### config.mk
export PLATFORM = sky130hd
export DESIGN_NAME = uart_tx_arbiter
export DESIGN_NICKNAME = d
export VERILOG_FILES = /design/src/rtl/uart_tx_arbiter.sv
export SDC_FILE = /design/constraint.sdc
export NUM_CORES = 1
export LEC_CHECK = 0
export CORE_UTILIZATION = 46
export DETAILED_ROUTE_END_ITERATION = 10
export GPL_TIMING_DRIVEN = 0
export PLACE_DENSITY = 0.95
export SETUP_SLACK_MARGIN = 0.1
export SKIP_LAST_GASP = 1
export SLEW_MARGIN = 20
export SYNTH_ARGS = -nofsm -noshare
export SYNTH_HDL_FRONTEND = slang
export SYNTH_SLANG_ARGS = --single-unit
### constraint.sdc
create_clock -name clk -period 3.6 [get_ports clk]
set_input_delay 0.36 -clock clk [delete_from_list [all_inputs] [get_ports clk]]
set_output_delay 0.36 -clock clk [all_outputs]
set_load 0.02 [all_outputs]
### src/rtl/uart_tx_arbiter.sv
// rtl/uart_tx_arbiter.sv - round-robin frame arbiter sharing one UART transmit byte stream
//
// Ports:
//   clk, nrst          clock, asynchronous active-low reset
//   req_data           NREQ bytes, requester i on [8i+7:8i]
//   req_valid/last     per-requester byte valid / final byte of frame
//   req_ready          per-requester accept (combinational)
//   tx_tdata/tvalid    registered byte to the UART
//   tx_tready          UART accepts tx_tdata
//   grant              one-hot frame owner, zero when idle
//   busy               frame in progress or output register full
//   frame_abort        one-cycle pulse after a gap-timeout revocation
module uart_tx_arbiter #(
    parameter int NREQ    = 4,
    parameter int MAX_GAP = 255
) (
    input  logic              clk,
    input  logic              nrst,
    input  logic [NREQ*8-1:0] req_data,
    input  logic [NREQ-1:0]   req_valid,
    input  logic [NREQ-1:0]   req_last,
    output logic [NREQ-1:0]   req_ready,
    output logic [7:0]        tx_tdata,
    output logic              tx_tvalid,
    input  logic              tx_tready,
    output logic [NREQ-1:0]   grant,
    output logic              busy,
    output logic              frame_abort
);

    localparam int PW = $clog2(NREQ);
    localparam int GW = $clog2(MAX_GAP + 1);

    typedef enum logic {IDLE, OWN} state_t;

    state_t        state;
    logic [PW-1:0] ptr;
    logic [GW-1:0] gap_cnt;

    logic [PW-1:0] win;
    logic          found;
    logic          owner_valid;
    logic          owner_last;
    logic [7:0]    owner_data;
    logic          accept;
    logic          timeout;

    // grant is zero outside OWN, so it alone gates readiness; no data path feeds this.
    assign req_ready   = grant & req_valid & {NREQ{~tx_tvalid | tx_tready}};
    assign accept      = |req_ready;

    // While owning, ptr holds the owner index.
    assign owner_valid = req_valid[ptr];
    assign owner_last  = req_last[ptr];
    assign owner_data  = req_data[int'(ptr)*8 +: 8];

    // An accept in the same cycle wins over the timeout so no byte is lost.
    assign timeout     = (state == OWN) && (gap_cnt == GW'(MAX_GAP)) && !accept;
    assign busy        = (state == OWN) | tx_tvalid;

    // Circular scan starting one past the last winner.
    always_comb begin
        found = 1'b0;
        win   = '0;
        for (int k = 1; k <= NREQ; k++) begin
            if (!found && req_valid[(int'(ptr) + k) % NREQ]) begin
                found = 1'b1;
                win   = PW'((int'(ptr) + k) % NREQ);
            end
        end
    end

    always_ff @(posedge clk or negedge nrst) begin
        if (!nrst) begin
            state       <= IDLE;
            grant       <= '0;
            ptr         <= PW'(NREQ - 1);
            gap_cnt     <= '0;
            tx_tvalid   <= 1'b0;
            tx_tdata    <= '0;
            frame_abort <= 1'b0;
        end else begin
            frame_abort <= 1'b0;

            // Load has priority over drain, so load+drain keeps tvalid high.
            if (accept) begin
                tx_tdata  <= owner_data;
                tx_tvalid <= 1'b1;
            end else if (tx_tready) begin
                tx_tvalid <= 1'b0;
            end

            case (state)
                IDLE: begin
                    if (found) begin
                        grant   <= {{(NREQ-1){1'b0}}, 1'b1} << win;
                        ptr     <= win;
                        gap_cnt <= '0;
                        state   <= OWN;
                    end
                end
                OWN: begin
                    if (accept) begin
                        gap_cnt <= '0;
                        if (owner_last) begin
                            grant <= '0;
                            state <= IDLE;
                        end
                    end else if (timeout) begin
                        grant       <= '0;
                        gap_cnt     <= '0;
                        state       <= IDLE;
                        frame_abort <= 1'b1;
                    end else if (!owner_valid && gap_cnt != GW'(MAX_GAP)) begin
                        // Back-pressured cycles (valid high, not ready) leave the count alone.
                        gap_cnt <= gap_cnt + 1'b1;
                    end
                end
                default: state <= IDLE;
            endcase
        end
    end

endmodule

-- After elaboration in Yosys (flattened, before gate mapping)
Index checks and enable logic that the tools add are counted.
- $add $sub $neg: 5
- magnitude comparators: 5
- equal/unequal tests: 6
- shift operators: 2
- mux-type cells: 44
- bitwise gates (word level): 10
- reductions and logical operators: 20
- operators by type and width (cell ; number):
    2-to-1 mux 8 bit ; 4
    indexed part select 32 x 6 -> 8 bit ; 1
    2-to-1 mux 1 bit ; 23
    < comparator 3 x 4 -> 1 bit, second input constant ; 4
    2-to-1 mux 4 bit ; 4
    case mux 8 bit (2 select lines) ; 1
    binary-select mux 1 bit (select 2 bit) ; 6
    adder 8 x 1 -> 8 bit, second input constant ; 1
    AND 4 bit ; 2
    == test 8 bit, second input constant ; 1
    2-to-1 mux 2 bit ; 4
    != test 8 bit, second input constant ; 1
    case mux 4 bit (2 select lines) ; 1
    OR reduction 2 bit ; 4
    logical AND 1 bit ; 6
    zero test 1 bit ; 5
    adder 2 x 1 -> 2 bit, second input constant ; 2
    adder 2 bit, second input constant ; 2
    AND 1 bit, first input constant ; 4
    != test 4 x 1 -> 1 bit, second input constant ; 1
    AND reduction 2 bit ; 2
    OR reduction 4 bit ; 1
    left shift 1 x 2 -> 4 bit, first input constant ; 1
    < comparator 2 x 3 -> 1 bit, second input constant ; 1
    8 further kinds ; 10
- bits in registers: 25
- output and inout bits: 19
- logic and storage cells: 99

-- Logic depth before layout (Yosys ltp)
- depth after elaboration: 19
- gate-level depth with buffers: 6
- depth with buffers taken out: 5

-- Worst setup path after synthesis
OpenSTA, ideal clock, no wires.
- path type: reg-to-reg
- start point: reg ptr[0]
- end point: reg gap_cnt[7]
- library setup time: 0.128 ns
- arrival: 1.776 ns
- path slack: 1.696 ns
- cell stages (with the launch flop): 5
- path through: dfstp_2 mux4_2 or4_1 nand3_1 a31oi_1
- word-level cells in the longest chain between the ends: 16
- elaborated cells on any way between the ends: 33
- classes of those cells: 4 x add/sub; 2 x eq/ne; 18 x mux; 9 x reduce/logical
- RTL lines (item ; RTL line ; text):
    start, declared ; 37 ; logic [PW-1:0] ptr;
    start signal, assigned ; 77 ; ptr <= PW'(NREQ - 1);
    start signal, assigned ; 97 ; ptr <= win;
    adder 2 x 1 -> 2 bit ; 66 ; if (!found && req_valid[(int'(ptr) + k) % NREQ]) begin
    binary-select mux 1 bit (select 2 bit) ; 66 ;
    2-to-1 mux 1 bit (not written as such) (2 in series) ; 66 ;
    2-to-1 mux 1 bit ; 66 ;
    zero test 1 bit ; 66 ;
    logical AND 1 bit ; 66 ;
    2-to-1 mux 1 bit ; 66 ;
    zero test 1 bit ; 66 ;
    logical AND 1 bit ; 66 ;
    2-to-1 mux 1 bit ; 66 ;
    zero test 1 bit ; 66 ;
    logical AND 1 bit ; 66 ;
    2-to-1 mux 1 bit ; 66 ;
    != test 2 bit (no source line) ; -- ;
    AND reduction 2 bit (no source line) (*) ; -- ;
    end signal, assigned ; 116 ; gap_cnt <= gap_cnt + 1'b1;
    end, declared ; 38 ; logic [GW-1:0] gap_cnt;
Every way passes the cells marked *; elsewhere a longest branch is shown, timed or not. The select of a mux whose other input is x is not followed.
A chain may end at the register's enable or synchronous reset.

-- Final worst setup path
- start point: reg state
- end point: out busy
- word-level cells in the longest chain between the ends: 1
- RTL lines (item ; RTL line ; text):
    start, declared ; 36 ; state_t state;
    start signal, assigned ; 75 ; state <= IDLE;
    start signal, assigned ; 99 ; state <= OWN;
    start signal, assigned ; 107 ; state <= IDLE;
    bitwise OR 1 bit ; 59 ; assign busy = (state == OWN) | tx_tvalid;
    end, declared ; 27 ; output logic busy,
Every way passes these cells.

==> results.toml <==
[die]
std_cell_rows = 20
coreArea_mm2 = 0.00310
num_io_pins = 62
die_x_um = 59.8
die_h_um = 59.8
start_util_pct = 49.5
dieArea_mm2 = 0.00358

[clocking]
clockBufferDepth = 2
clkTransAtPathRegs_ns = 0.15
post_cts.repair.setup_buffers = 0
ctsResizeCount = 0
clockRootBuffer = "clkbuf_4"
cts_made_buffers = 3
clock_latency_ns = 0.34
htreeDepth = 1
cts.hold.buffers_added = 0
cts_tree = "done"
clkSinkCount = 25

[logic_synthesis]
yosysMostFrequentCell = "dfrtp_1"
ys.flop_type = "dfrtp_1"
avgSynthCellArea_um2 = 10.2
ys_warn_count = 0
yosysTopAreaCell = "dfrtp_1"
synthArstFlopShare_pct = 100
syn-cell-area_mm2 = 0.00154
synth_xor_area_share_pct = 0
synth_edf_count = 0
ys_top_cells_by_area = "dfrtp_1 (37%), mux4_2 (13%), mux2_2 (7.3%)"
synth_fa_ha_area_share_pct = 0.814
yosys.area_share.simple_pct = 18.1
syn_inst = 150
synth_top_family_by_area = "multiplexers"
muxShareOfSynthArea_pct = 21.8
synth-compound-area-share_pct = 13.8
synth_common_cells = "dfrtp_1 (23), nand2_1 (18), inv_1 (11)"
yosysTopAreaCellShare_pct = 37.5
ys_types = 38
seq_area_frac_synth_pct = 40.9
postSynthNetCount = 194
synth_seq_cells = 25

[critical_path]
max_stage_delay_ns = 0.59
startpoint_type = "flip-flop"
critPathSlowestCell = "clkdlybuf4s50_1"
crit_arrival_ns = 1.91
crit_type = "flip-flop to output pin"
endpoint_kind = "output pin"
critPathMaxFanout = 10
path_cells = "clkbuf_1, or2_2, clkdlybuf4s50_1"
worstPathRequired_ns = 3.24

[route]
drtAntennaViolNets = 0
wire_per_inst_um = 16.4
first_pass_iters = 4
first_iter_violations = 55
vias = 1509
wl_mm = 4.25
drc_errors = 0
vias_per_cell = 5.83

[timing]
drv_slew = 0
fin_tns_setup_ns = 0
worst_pin_slew_ns = 0.613
maxSlewHeadroom_pct = 58.8
clock_skew_ns = 0.0131
clock.fmax_ghz = 0.440
hold_ws_ns = -0.0154
min_period_ns = 2.27
setup_viol_count_final = 0
hold_viol = 18
rsz0062_at_grt = "false"
post-route-period-util_pct = 63.2

[place]
dp_hpwl_mm = 3.32
gp_congestion = 0.807
io_buffers = 61

[grt]
antenna_found_initial = 0
grt_max_degree = 26
grt_use_total_pct = 26.2
grt_overflow = 0
grt_first_pass_wirelength_mm = 6.81
grt_pass1_vias = 1485

[hold_path]
min_path_type = "input pin to async pin"

[power_and_ir_drop]
power_density_mw_per_mm2 = 661
leakagePower_nw = 0.875
ir_worst_vdd_v = 0.000352
p_total_w = 0.00147

[final_layout]
final_nets = 260
synthToLayoutAreaGrowth_pct = 45.0
n_antenna_cell = 0
nFillCells = 222
drive_gt1_share_pct = 15.3

[job]
cap_violations = 0

[run_status]
status = "finished, violations left"
violations = "negative hold slack"
[path summary, 6_finish.rpt]
path,start,end,slack [ns],cells past startpoint
worst max-delay path,state,busy,1.33,3
worst min-delay path,nrst,grant[0],-0.02,1
worst max register to register,ptr[0],gap_cnt[7],1.56,4
worst min register to register,gap_cnt[0],gap_cnt[0],0.53,1
max in group asynchronous,nrst,ptr[0],3.23,1
min in group clk,gap_cnt[0],gap_cnt[0],0.53,1
[registers in the layout (all words and copies together) (netlist names)]
signal       cells
frame_abort      1
grant            4
tx_tdata         8
ptr              2
gap_cnt          8
tx_tvalid        1
state            1
[cells by family after synthesis]
family,Yosys count
adders and majority gates,1
buffers and inverters,18
and+or+nand+nor,55
muxes,21
DFF,25
AOI/OAI and AO/OA,30
[placed cells by master (no fill, tap or decap), drive strengths merged, types with 3 or more instances in the layout]
master,count
nand2,18
clkbuf,8
o221ai,4
nand3,5
mux4,9
nand2b,5
or3,4
clkdlybuf4s50,60
mux2,10
o22ai,3
buf,3
nor3,3
a21oi,5
a31oi,6
dfrtp,23
nor2,8
or2,4
inv,11
[critical path, delay by kind of cell, from the launching register on]
kind	cells	cell delay, ns
buffers and inverters	2	0.98
DFF	1	0.41
and+or+nand+nor	1	0.19
[where the power goes]
part	internal (W)	leakage [nW]	switching, W
Sequential	0.000386	0.314	0.0000827
Combinational	0.000435	0.547	0.000435
Clock	0.0000426	0.0139	0.0000913
Total	0.000864	0.875	0.000609
[layer usage]
metal / part of all wire, % / up-vias / wire, µm / track usage (%)
met1: 40 / 739 / 1690 / 32.2
li1: - / 690 / - / -
met4: 1.6 / 0 / 68 / 8.97
met3: 6.9 / 7 / 291 / 4.11
met2: 52 / 73 / 2200 / 46.5
met5: 0 / - / 0 / 0
[cell type report]
| type | instances | area [µm²] | share of cell area, % |
|---|---|---|---|
| buffer | 7 | 28.8 | 1.29 |
| clock buffer | 3 | 22.5 | 1.01 |
| clock inverter | 1 | 7.51 | 0.337 |
| inverter | 11 | 41.3 | 1.85 |
| multi-input combinational | 107 | 838 | 37.6 |
| sequential | 25 | 628 | 28.2 |
| tap | 44 | 55.1 | 2.47 |
| timing repair buffer | 61 | 606 | 27.2 |
[per-stage QoR]
step / area [µm²] / setup slack (ns) / hold WS, ns / utilization [%] / cells
final: 2230 / 1.33 / -0.0154 / 71.8 / 259
after global routing: 2230 / 1.24 / 0.0365 / 71.8 / 259
after CTS: 2230 / 1.34 / 0.526 / 71.9 / 259
after detailed placement: 2200 / 1.25 / 0.496 / 71.0 / 255
after global placement: 2200 / 1.28 / 0.488 / 71.0 / 255
after floorplan: 1540 / 1.70 / 0.0644 / - / 150
No activity file was read; power rests on OpenSTA's default activity.
